<file path="config.mk">
export PLATFORM = sky130hd
export DESIGN_NAME = seg_scan_ctrl_flat
export DESIGN_NICKNAME = d
export VERILOG_FILES = /design/src/rtl/seg_scan_ctrl_pkg.sv /design/src/rtl/seg_scan_ctrl_if.sv /design/src/rtl/seg_scan_ctrl_slot_timer.sv /design/src/rtl/seg_scan_ctrl.sv /design/src/flat_wrapper.sv
export SDC_FILE = /design/constraint.sdc
export NUM_CORES = 1
export LEC_CHECK = 0
export ABC_AREA = 0
export CORE_MARGIN = 1.5
export CORE_UTILIZATION = 61
export CTS_BUF_LIST = sky130_fd_sc_hd__clkbuf_8
export DETAILED_ROUTE_END_ITERATION = 8
export HOLD_SLACK_MARGIN = 0.05
export PLACE_DENSITY = 0.87
export SYNTH_ARGS = -nofsm -noshare
export SYNTH_HDL_FRONTEND = slang
export SYNTH_HIERARCHICAL = 1
export SYNTH_SLANG_ARGS = --single-unit
</file>
<file path="constraint.sdc">
create_clock -name clk -period 4.5 [get_ports clk]
set_input_delay 0.9 -clock clk [delete_from_list [all_inputs] [get_ports clk]]
set_output_delay 0.9 -clock clk [all_outputs]
set_load 0.005 [all_outputs]
</file>
<file path="src/rtl/seg_scan_ctrl_pkg.sv">
// seg_pkg: shared types and width helpers for the 7-segment scan controller
package seg_pkg;
    typedef enum logic {BLANK, ON} state_t;
    localparam int HEX_W = 4;
    localparam logic [31:0] ANODE_OFF = '1;
    function automatic int cnt_w(input int n);
        return (n < 2) ? 1 : $clog2(n);
    endfunction
endpackage

</file>
<file path="src/rtl/seg_scan_ctrl_if.sv">
// seg_scan_ctrl_if: load handshake between system logic and the scan controller
interface seg_scan_ctrl_if #(parameter int NUM_DIGITS = 4) ();
    logic                      load_valid;
    logic                      load_ready;
    logic [4*NUM_DIGITS-1:0]   load_data;
    logic [NUM_DIGITS-1:0]     load_dp;
    modport master (output load_valid, load_data, load_dp, input load_ready);
    modport slave (input load_valid, load_data, load_dp, output load_ready);
endinterface

</file>
<file path="src/rtl/seg_scan_ctrl_slot_timer.sv">
// seg_slot_timer: slot counter and digit index with blank-end, slot-end and frame-end strobes
module seg_slot_timer
    import seg_pkg::*;
#(
    parameter int NUM_DIGITS = 4,
    parameter int PRESCALE = 50000,
    parameter int BLANK_CYCLES = 16,
    localparam int CW = cnt_w(PRESCALE),
    localparam int IW = cnt_w(NUM_DIGITS)
) (
    input  logic          clk,
    input  logic          rst,
    output logic [IW-1:0] idx_nxt,
    output logic          cnt_blank_end,
    output logic          slot_end,
    output logic          frame_end
);
    logic [CW-1:0] cnt_q, cnt_d;
    logic [IW-1:0] idx_q, idx_d;
    always_comb begin
        cnt_blank_end = cnt_q == CW'(BLANK_CYCLES - 1);
        slot_end = cnt_q == CW'(PRESCALE - 1);
        frame_end = slot_end && idx_q == IW'(NUM_DIGITS - 1);
        cnt_d = slot_end ? '0 : cnt_q + 1'b1;
        idx_d = frame_end ? '0 : slot_end ? idx_q + 1'b1 : idx_q;
    end
    always_ff @(posedge clk) begin
        if (rst) begin
            cnt_q <= '0;
            idx_q <= '0;
        end else begin
            cnt_q <= cnt_d;
            idx_q <= idx_d;
        end
    end
    assign idx_nxt = idx_d;
endmodule

</file>
<file path="src/rtl/seg_scan_ctrl.sv">
// seg_scan_ctrl: double-buffered, dead-time multiplexed scan of a common-anode 7-segment display
module seg_scan_ctrl
    import seg_pkg::*;
#(
    parameter int NUM_DIGITS = 4,
    parameter int PRESCALE = 50000,
    parameter int BLANK_CYCLES = 16,
    localparam int IW = cnt_w(NUM_DIGITS)
) (
    input  logic                  clk,
    input  logic                  rst,
    seg_scan_ctrl_if.slave        ld,
    input  logic [NUM_DIGITS-1:0] digit_en,
    input  logic                  lz_blank,
    output logic [HEX_W-1:0]      hex_out,
    output logic                  hex_blank,
    output logic                  dp_n,
    output logic [NUM_DIGITS-1:0] anode,
    output logic                  frame_done
);
    localparam int DW = HEX_W * NUM_DIGITS;
    state_t state_q, state_d;
    logic [DW-1:0] act_data_q, act_data_d, pend_data_q, pend_data_d;
    logic [NUM_DIGITS-1:0] act_dp_q, act_dp_d, pend_dp_q, pend_dp_d, anode_q, anode_d;
    logic pend_full_q, pend_full_d, hex_blank_q, hex_blank_d, dp_n_q, dp_n_d, frame_done_q, frame_done_d;
    logic [HEX_W-1:0] hex_q, hex_d, nib;
    logic [IW-1:0] idx_nxt;
    logic cnt_blank_end, slot_end, frame_end, commit, accept, nz, show;
    seg_slot_timer #(
        .NUM_DIGITS(NUM_DIGITS), .PRESCALE(PRESCALE), .BLANK_CYCLES(BLANK_CYCLES)
    ) u_timer (
        .clk(clk), .rst(rst), .idx_nxt(idx_nxt),
        .cnt_blank_end(cnt_blank_end), .slot_end(slot_end), .frame_end(frame_end)
    );
    // Outputs are registered from next-cycle state so they line up with the slot they describe.
    always_comb begin
        state_d = cnt_blank_end ? ON : slot_end ? BLANK : state_q;
        commit = frame_end && pend_full_q;
        accept = ld.load_valid && !pend_full_q;
        act_data_d = commit ? pend_data_q : act_data_q;
        act_dp_d = commit ? pend_dp_q : act_dp_q;
        pend_data_d = accept ? ld.load_data : pend_data_q;
        pend_dp_d = accept ? ld.load_dp : pend_dp_q;
        pend_full_d = accept || (pend_full_q && !commit);
        nz = 1'b0;
        for (int i = 0; i < NUM_DIGITS; i++)
            nz = nz | ((IW'(i) >= idx_nxt) && (act_data_d[i*HEX_W +: HEX_W] != '0));
        nib = act_data_d[idx_nxt*HEX_W +: HEX_W];
        show = state_d == ON && digit_en[idx_nxt] && !(lz_blank && idx_nxt != '0 && !nz);
        anode_d = show ? ~(NUM_DIGITS'(1) << idx_nxt) : ANODE_OFF[NUM_DIGITS-1:0];
        hex_d = show ? nib : '0;
        hex_blank_d = !show;
        dp_n_d = !(show && act_dp_d[idx_nxt]);
        frame_done_d = frame_end;
    end
    always_ff @(posedge clk) begin
        if (rst) begin
            state_q <= BLANK;
            act_data_q <= '0;
            act_dp_q <= '0;
            pend_data_q <= '0;
            pend_dp_q <= '0;
            pend_full_q <= 1'b0;
            anode_q <= ANODE_OFF[NUM_DIGITS-1:0];
            hex_q <= '0;
            hex_blank_q <= 1'b1;
            dp_n_q <= 1'b1;
            frame_done_q <= 1'b0;
        end else begin
            state_q <= state_d;
            act_data_q <= act_data_d;
            act_dp_q <= act_dp_d;
            pend_data_q <= pend_data_d;
            pend_dp_q <= pend_dp_d;
            pend_full_q <= pend_full_d;
            anode_q <= anode_d;
            hex_q <= hex_d;
            hex_blank_q <= hex_blank_d;
            dp_n_q <= dp_n_d;
            frame_done_q <= frame_done_d;
        end
    end
    assign ld.load_ready = !pend_full_q;
    assign anode = anode_q;
    assign hex_out = hex_q;
    assign hex_blank = hex_blank_q;
    assign dp_n = dp_n_q;
    assign frame_done = frame_done_q;
endmodule
</file>
<file path="src/flat_wrapper.sv">
// flat-port wrapper written by rule: the top's interface ports become plain ports
module seg_scan_ctrl_flat import seg_pkg::*;
#(
    parameter int NUM_DIGITS = 4,
    parameter int PRESCALE = 50000,
    parameter int BLANK_CYCLES = 16,
    localparam int IW = cnt_w(NUM_DIGITS)
)
  (clk, rst, digit_en, lz_blank, hex_out, hex_blank, dp_n, anode, frame_done, ld_load_valid, ld_load_data, ld_load_dp, ld_load_ready);
  seg_scan_ctrl_if #(.NUM_DIGITS(NUM_DIGITS)) ld_i ();
  input  logic clk;
  input  logic rst;
  input  logic [NUM_DIGITS-1:0] digit_en;
  input  logic lz_blank;
  output logic [HEX_W-1:0] hex_out;
  output logic hex_blank;
  output logic dp_n;
  output logic [NUM_DIGITS-1:0] anode;
  output logic frame_done;
  input wire logic [$bits(ld_i.load_valid)-1:0] ld_load_valid;
  input wire logic [$bits(ld_i.load_data)-1:0] ld_load_data;
  input wire logic [$bits(ld_i.load_dp)-1:0] ld_load_dp;
  output wire logic [$bits(ld_i.load_ready)-1:0] ld_load_ready;
  assign ld_i.load_valid = ld_load_valid;
  assign ld_i.load_data = ld_load_data;
  assign ld_i.load_dp = ld_load_dp;
  assign ld_load_ready = ld_i.load_ready;
  seg_scan_ctrl #(.NUM_DIGITS(NUM_DIGITS), .PRESCALE(PRESCALE), .BLANK_CYCLES(BLANK_CYCLES)) u_core (.clk(clk), .rst(rst), .ld(ld_i), .digit_en(digit_en), .lz_blank(lz_blank), .hex_out(hex_out), .hex_blank(hex_blank), .dp_n(dp_n), .anode(anode), .frame_done(frame_done));
endmodule
</file>
**Yosys cells after proc, flatten, opt, wreduce, memory -nomap -nowiden**

Cells that the tools add are included.

- Register bits: 71
- Bits in latches: 0
- RAM bits: 0
- Memory bits (read-only): 0
- Bits of input ports: 28
- Memories kept: 0

- Add/sub/neg operators: 2
- Multiply operators: 0
- Divide/modulo/power cells: 0
- $lt $le $gt $ge: 5
- Eq/ne operators: 3
- Shifts and indexed selects: 2
- Muxes and demuxes: 10
- Bitwise logic cells: 5
- Reductions and logical operators: 27

Operators with widths:

| operator | count |
|---|---|
| $add A16 B1 Y16 const B | 1 |
| $eq A16 B16 Y1 const B | 1 |
| $eq A16 B4 Y1 const B | 1 |
| $mux W16 | 1 |
| $reduce_bool A4 Y1 | 4 |
| $shiftx A16 B5 Y4 | 1 |
| $logic_and A1 B1 Y1 | 13 |
| $logic_not A1 Y1 | 6 |
| $bmux W1 S2 | 2 |
| $ge A1 B2 Y1 const A | 2 |
| $ge A2 B2 Y1 const A | 2 |
| $mux W1 | 4 |
| $mux W2 | 2 |
| $mux W4 | 1 |
| $not A4 Y4 | 1 |
| $reduce_or A2 Y1 | 2 |
| $shl A1 B2 Y4 const A | 1 |
| $lt A2 B3 Y1 const B | 1 |
| $or A1 B1 Y1 | 3 |
| $add A2 B1 Y2 const B | 1 |
| $eq A2 B2 Y1 const B | 1 |
| $reduce_bool A2 Y1 | 1 |
| $logic_or A1 B1 Y1 | 1 |
| $not A1 Y1 | 1 |

**Depth between registers and ports, before layout**

- Depth after elaboration: 15
- Depth in mapped cells: 12
- Mapped depth without buffers: 8

**Modules after synthesis**

Netlist, hierarchy kept.

Modules (own cells, without submodules):

| module | instances | cells each | area an instance (um2) | sequential area each (um2) |
|---|---|---|---|---|
| seg_scan_ctrl | 1 | 222 | 2,113.3 | 1,061.0 |
| seg_slot_timer | 1 | 95 | 925.9 | 360.3 |

**Worst setup path after synthesis**

Ideal clock, no wire load.

- Kind: register -> register
- Start point: reg u_core.u_timer.cnt_q[0]
- End point: reg u_core.dp_n_q (netlist: u_core/dp_n)
- Setup time: 79 ps
- Arrival time: 2,488 ps
- Required time: 4,421 ps
- Slack: 1,933 ps
- Stages on the path, launching flop included: 11
- Path buffers: 2
- Period minus slack after synthesis: 2,567 ps
- Cell sequence: dfxtp_1 -> ha_1 -> and4_1 -> and4_1 -> buf_6 -> mux2_2 -> buf_2 -> inv_2 -> mux4_2 -> mux2_2 -> o211ai_1

- Elaborated cells between the ends (all ways): 38
- Classes of those cells: order compare (4); eq/ne (2); mux (10); bitwise (3); reduce/logical (19)

RTL lines:

| what | line | source |
|---|---|---|
| start: declaration | seg_scan_ctrl_slot_timer.sv:18 | `logic [CW-1:0] cnt_q, cnt_d;` |
| start signal: assignment | seg_scan_ctrl_slot_timer.sv:32 | `cnt_q <= cnt_d;` |
| $eq A16 B16 Y1 * | seg_scan_ctrl_slot_timer.sv:22 | `slot_end = cnt_q == CW'(PRESCALE - 1);` |
| net u_core.slot_end | seg_scan_ctrl.sv:28 | `logic cnt_blank_end, slot_end, frame_end, commit, accept, nz, show;` |
| $mux W2 or $logic_and A1 B1 Y1 (tied branches) | seg_scan_ctrl_slot_timer.sv:25, seg_scan_ctrl_slot_timer.sv:23 |  |
| $mux W2 * | seg_scan_ctrl_slot_timer.sv:25 | `idx_d = frame_end ? '0 : slot_end ? idx_q + 1'b1 : idx_q;` |
| net u_core.idx_nxt[1] | seg_scan_ctrl.sv:27 | `logic [IW-1:0] idx_nxt;` |
| $ge A1 B2 Y1 | seg_scan_ctrl.sv:47 | `nz = nz \| ((IW'(i) >= idx_nxt) && (act_data_d[i*HEX_W +: HEX_W] != '0));` |
| $logic_and A1 B1 Y1 | seg_scan_ctrl.sv:47 |  |
| $or A1 B1 Y1 (3 in series) | seg_scan_ctrl.sv:47 |  |
| $logic_not A1 Y1 | seg_scan_ctrl.sv:49 | `show = state_d == ON && digit_en[idx_nxt] && !(lz_blank && idx_nxt != '0 && !nz);` |
| $logic_and A1 B1 Y1 | seg_scan_ctrl.sv:49 |  |
| $logic_not A1 Y1 | seg_scan_ctrl.sv:49 |  |
| $logic_and A1 B1 Y1 | seg_scan_ctrl.sv:49 |  |
| $logic_and A1 B1 Y1 * | seg_scan_ctrl.sv:53 | `dp_n_d = !(show && act_dp_d[idx_nxt]);` |
| $logic_not A1 Y1 * | seg_scan_ctrl.sv:53 |  |
| end signal: assignment | seg_scan_ctrl.sv:79 | `dp_n_q <= dp_n_d;` |
| end: declaration | seg_scan_ctrl.sv:25 | `logic pend_full_q, pend_full_d, hex_blank_q, hex_blank_d, dp_n_q, dp_n_d, frame_done_q, frame_done_d;` |

Mark *: on every way through the listed nets, which the timed path passes. The rest lies on a longest branch. The select of a mux whose other input is x is not followed.
A chain may end at the register's enable or synchronous reset.

**Worst setup path in the final report**

- Start point: reg u_core.u_timer.cnt_q[0]
- End point: reg u_core.anode_q[1] (netlist: u_core/anode[1])

- Cells in the longest elaborated chain, start to end: 15
- Elaborated cells between the ends (all ways): 37
- Classes of those cells: order compare (4); eq/ne (2); shift (1); mux (7); bitwise (5); reduce/logical (18)

RTL lines:

| what | line | source |
|---|---|---|
| $eq A16 B16 Y1 * | seg_scan_ctrl_slot_timer.sv:22 |  |
| net u_core.slot_end | seg_scan_ctrl.sv:28 |  |
| $logic_and A1 B1 Y1 * | seg_scan_ctrl_slot_timer.sv:23 | `frame_end = slot_end && idx_q == IW'(NUM_DIGITS - 1);` |
| net u_core.frame_done_d | seg_scan_ctrl.sv:25 |  |
| $logic_and A1 B1 Y1 | seg_scan_ctrl.sv:38 | `commit = frame_end && pend_full_q;` |
| $mux W16 | seg_scan_ctrl.sv:40 | `act_data_d = commit ? pend_data_q : act_data_q;` |
| $reduce_bool A4 Y1 | seg_scan_ctrl.sv:47 |  |
| $logic_and A1 B1 Y1 | seg_scan_ctrl.sv:47 |  |
| $or A1 B1 Y1 (3 in series) | seg_scan_ctrl.sv:47 |  |
| $logic_not A1 Y1 | seg_scan_ctrl.sv:49 |  |
| $logic_and A1 B1 Y1 | seg_scan_ctrl.sv:49 |  |
| $logic_not A1 Y1 | seg_scan_ctrl.sv:49 |  |
| $logic_and A1 B1 Y1 | seg_scan_ctrl.sv:49 |  |
| $not A1 Y1 (no source line) | -- |  |
| $reduce_or A2 Y1 (no source line) | -- |  |
| end signal: assignment | seg_scan_ctrl.sv:64 | `anode_q <= ANODE_OFF[NUM_DIGITS-1:0];` |
| end signal: assignment | seg_scan_ctrl.sv:76 | `anode_q <= anode_d;` |
| end: declaration | seg_scan_ctrl.sv:24 | `logic [NUM_DIGITS-1:0] act_dp_q, act_dp_d, pend_dp_q, pend_dp_d, anode_q, anode_d;` |

Marks and branches as above.

==> out/results.tsv <==
stage	metric	value	unit
pwr	p_leak	0.001419	uW
drt	num_vias	2424	
placement	port_buffers	39	
sta	fin_skew	0.007153	ns
worst_setup_path	cp-end-kind	register	
global_route	grt_max_degree	48	
yosys	synthFlopType	dfxtp_1	
yosys	synth-seq-cells	71	
drt	ant_nets	0	
drt	drc_errors	0	
pwr	power_density	368.3	nW/um^2
worst_setup_path	cp.required	4.70	ns
sta	fmax	0.3501	GHz
worst_hold_path	hp-class	reg2reg	
worst_setup_path	rr_startpoint	u_core/u_timer/cnt_q[0]	
drt	viasPerCell	5.730	
clock_tree	cts_root_buf	clkbuf_8	
floorplanning	io_pins	40	
yosys	synthArstFlopShare	0	%
yosys	yosysWarnings	6	
sta	relSlewSlack	52.62	%
clock_tree	cts_buffers	9	
worst_setup_path	r2r-end	u_core/anode[1]	
clock_tree	cts_resized	0	
yosys	ys_types	42	
sta	setup_viol	0	
yosys	synth-edff-count	0	
clock_tree	clk_latency	0.34	ns
clock_tree	htree_num_levels	3	
yosys	synth_nets	347	
job	max-cap-violations	0	
worst_setup_path	worstSetupStartpoint	u_core/u_timer/cnt_q[0]	
worst_setup_path	cp.arrival	3.06	ns
worst_setup_path	path_max_fanout	26	
worst_setup_path	path_class	reg2reg	
yosys	postSynthCellCount	317	
worst_hold_path	whs_path_depth	2	
clock_tree	cts_sinks	71	
drt	drt_iter0_drc	239	
yosys	synth-seq-area-share	46.77	%
sta	worstMarginPinSlew	0.7092	ns
floorplanning	die_w	73.59	um
global_route	antenna_found_initial	0	
worst_setup_path	critPathLaunchType	register	
sta	rsz0062_at_grt	no	
sta	period_share	63.48	%
clock_tree	post_cts_buffers	0	
clock_tree	path_clk_slew	0.07	ns
floorplanning	num_rows	25	
global_route	met2_usage	40.34	%
cells_and_area	syn_to_final_growth	19.97	%
drt	routed_wl	6457	um
yosys	synth_largest_area_cell	dfxtp_1	
placement	place.detailed.hpwl	4458	um
worst_hold_path	min_to	u_core/pend_data_q[0]	
floorplanning	dieHeight	73.59	um
drt	drt_pass1_iterations	4	
floorplanning	die-area	5415	um^2
cells_and_area	layout-drive-gt1-share	12.64	%
drt	avgRoutedWirePerCell	15.26	um
clock_tree	cts_tree	done	
floorplanning	start_util	63.92	%
pwr	vdd_drop_max	0.2645	mV
global_route	grtUsageMet1	32.08	%
worst_setup_path	r2r_slack	1.64	ns
worst_setup_path	r2r_cells	8	
yosys	synth_area	3039	um^2
worst_hold_path	min_from	u_core/pend_data_q[0]	
global_route	grt_pass1_wl	10480	um
yosys	synth_top_area_share	46.77	%
outcome	outcome	completed	
global_route	grt-busiest-layer	met2	
cells_and_area	fin_nets	381	
yosys	synth.top_cells.by_area	dfxtp_1 (47%), nand2_1 (6.2%), mux2i_1 (4.9%)	
global_route	grt_pass1_vias	2283	
cells_and_area	nFillCells	330	
sta	post-route-min-period	2.856	ns
global_route	grt_usage	25.91	%
yosys	synth.avg_cell_area	9.587	um^2
sta	tns	0	ns
sta	hold_violations	0	
floorplanning	core_area	4755	um^2
clock_tree	hold_buffers	0	
cells_and_area	antenna_cells	0	
sta	drv_slew	0	
global_route	grt_overflow	0	
pwr	power.total	1343	uW
global_route	grtUsageMet3	5.350	%
placement	routabilityCongestion	0.8724	
clock_tree	clk_path_buf_depth	2	
[cell type report]
class	count	area [um^2]	area share, %
multi-input combinational	221	1464	40.15
sequential	71	1421	38.98
timing repair buffer	41	405.4	11.12
clock buffer	10	137.6	3.775
clock inverter	6	107.6	2.951
tap	67	83.83	2.299
inverter	7	26.28	0.7207
[cell usage in the layout (no fill, tap or decap), types with 8 or more instances in the layout]
| cell | count |
|---|---|
| dfxtp_1 | 71 |
| nor2_1 | 28 |
| mux2i_1 | 15 |
| nand3_1 | 14 |
| a21oi_1 | 27 |
| nor4_1 | 8 |
| nor2_4 | 8 |
| nor2b_1 | 9 |
| nand2_1 | 50 |
| clkbuf_8 | 10 |
| clkdlybuf4s50_1 | 39 |
| xnor2_1 | 10 |
[critical path: stages, from the launching register on]
cell and delay [ns]:
dfxtp_1 0.39, ha_1 0.25, and4_1 0.21, and4_1 0.30, and2_1 0.47, nand2_8 0.23, mux2_1 0.40, o2111ai_2 0.28
o2111ai_2 0.16
[registers in the layout (all words and copies together) (netlist names)]
signal and flops:
u_core/pend_full_q 1, u_core/pend_dp_q 4, u_core/hex_blank 1, u_core/u_timer/idx_q 2, u_core/act_data_q 16, u_core/frame_done 1
u_core/hex_out 4, u_core/state_q 1, u_core/dp_n 1, u_core/pend_data_q 16, u_core/u_timer/cnt_q 16, u_core/act_dp_q 4
u_core/anode 4
[synth_stat cells, types with 2 or more instances]
cell and n:
and4_1 3, xnor2_1 10, nor2b_1 9, or4_1 2
nor2_1 28, dfxtp_1 71, nor2_2 2, nor4_1 8
a22oi_1 2, nand3_1 14, buf_6 4, clkbuf_1 10
o2111ai_2 2, mux2i_1 15, a21oi_1 27, mux4_2 6
xor2_1 4, inv_1 6, nand4_1 4, nand2_1 50
nor2_4 8, and2_1 3, buf_2 2, nor3_1 3
ha_1 2, and3_1 4, mux2_2 3
[metal layers]
metal	routed length, um	up-vias
li1	-	1153
met1	2673	1143
met2	3107	102
met3	400	26
met4	276	0
met5	0	-
[stage by stage]
step / instance area [um^2] / hold slack (ns) / utilization (%) / setup slack [ns] / instances
floorplan: 3039 / 0.4319 / - / 1.933 / 317
global placement: 3401 / 0.4467 / 71.53 / 1.824 / 407
detailed placement: 3401 / 0.4565 / 71.53 / 1.725 / 407
CTS: 3646 / 0.4658 / 76.68 / 1.645 / 423
global route: 3646 / 0.4836 / 76.68 / 1.502 / 423
finish: 3646 / 0.4617 / 76.68 / 1.644 / 423
[where the power goes]
group / leakage, uW / internal (uW) / total [uW] / switching, uW
combinational: 0.000720 / 38.0 / 74.8 / 36.8
sequential: 0.000576 / 642 / 657 / 15.0
clock: 0.000122 / 381 / 611 / 230
total: 0.00142 / 1060 / 1340 / 281
[worst max-delay path by stage]
| stage | end | slack (ns) | depth (start not counted) |
|---|---|---|---|
| after floorplan | u_core/dp_n | 1.93 | 10 |
| after global placement | u_core/anode[1] | 1.82 | 7 |
| after detailed placement | u_core/anode[1] | 1.72 | 8 |
| after CTS | u_core/anode[1] | 1.65 | 8 |
| after global routing | u_core/anode[1] | 1.50 | 8 |
| final | u_core/anode[1] | 1.64 | 8 |
[kinds of logic (layout without fill, tap and decap cells)]
family / Yosys count / count (layout) / synth area share (%)
and+or+nand+nor: 142 / 142 / 24.50
DFF: 71 / 71 / 46.77
AOI/OAI and AO/OA: 38 / 38 / 7.946
muxes: 25 / 25 / 10.87
buffers and inverters: 25 / 64 / 5.064
xor gates and xnor gates: 14 / 14 / 4.034
adders and majority gates: 2 / 2 / 0.8233
Note: power is estimated with default switching activity, not from simulation.
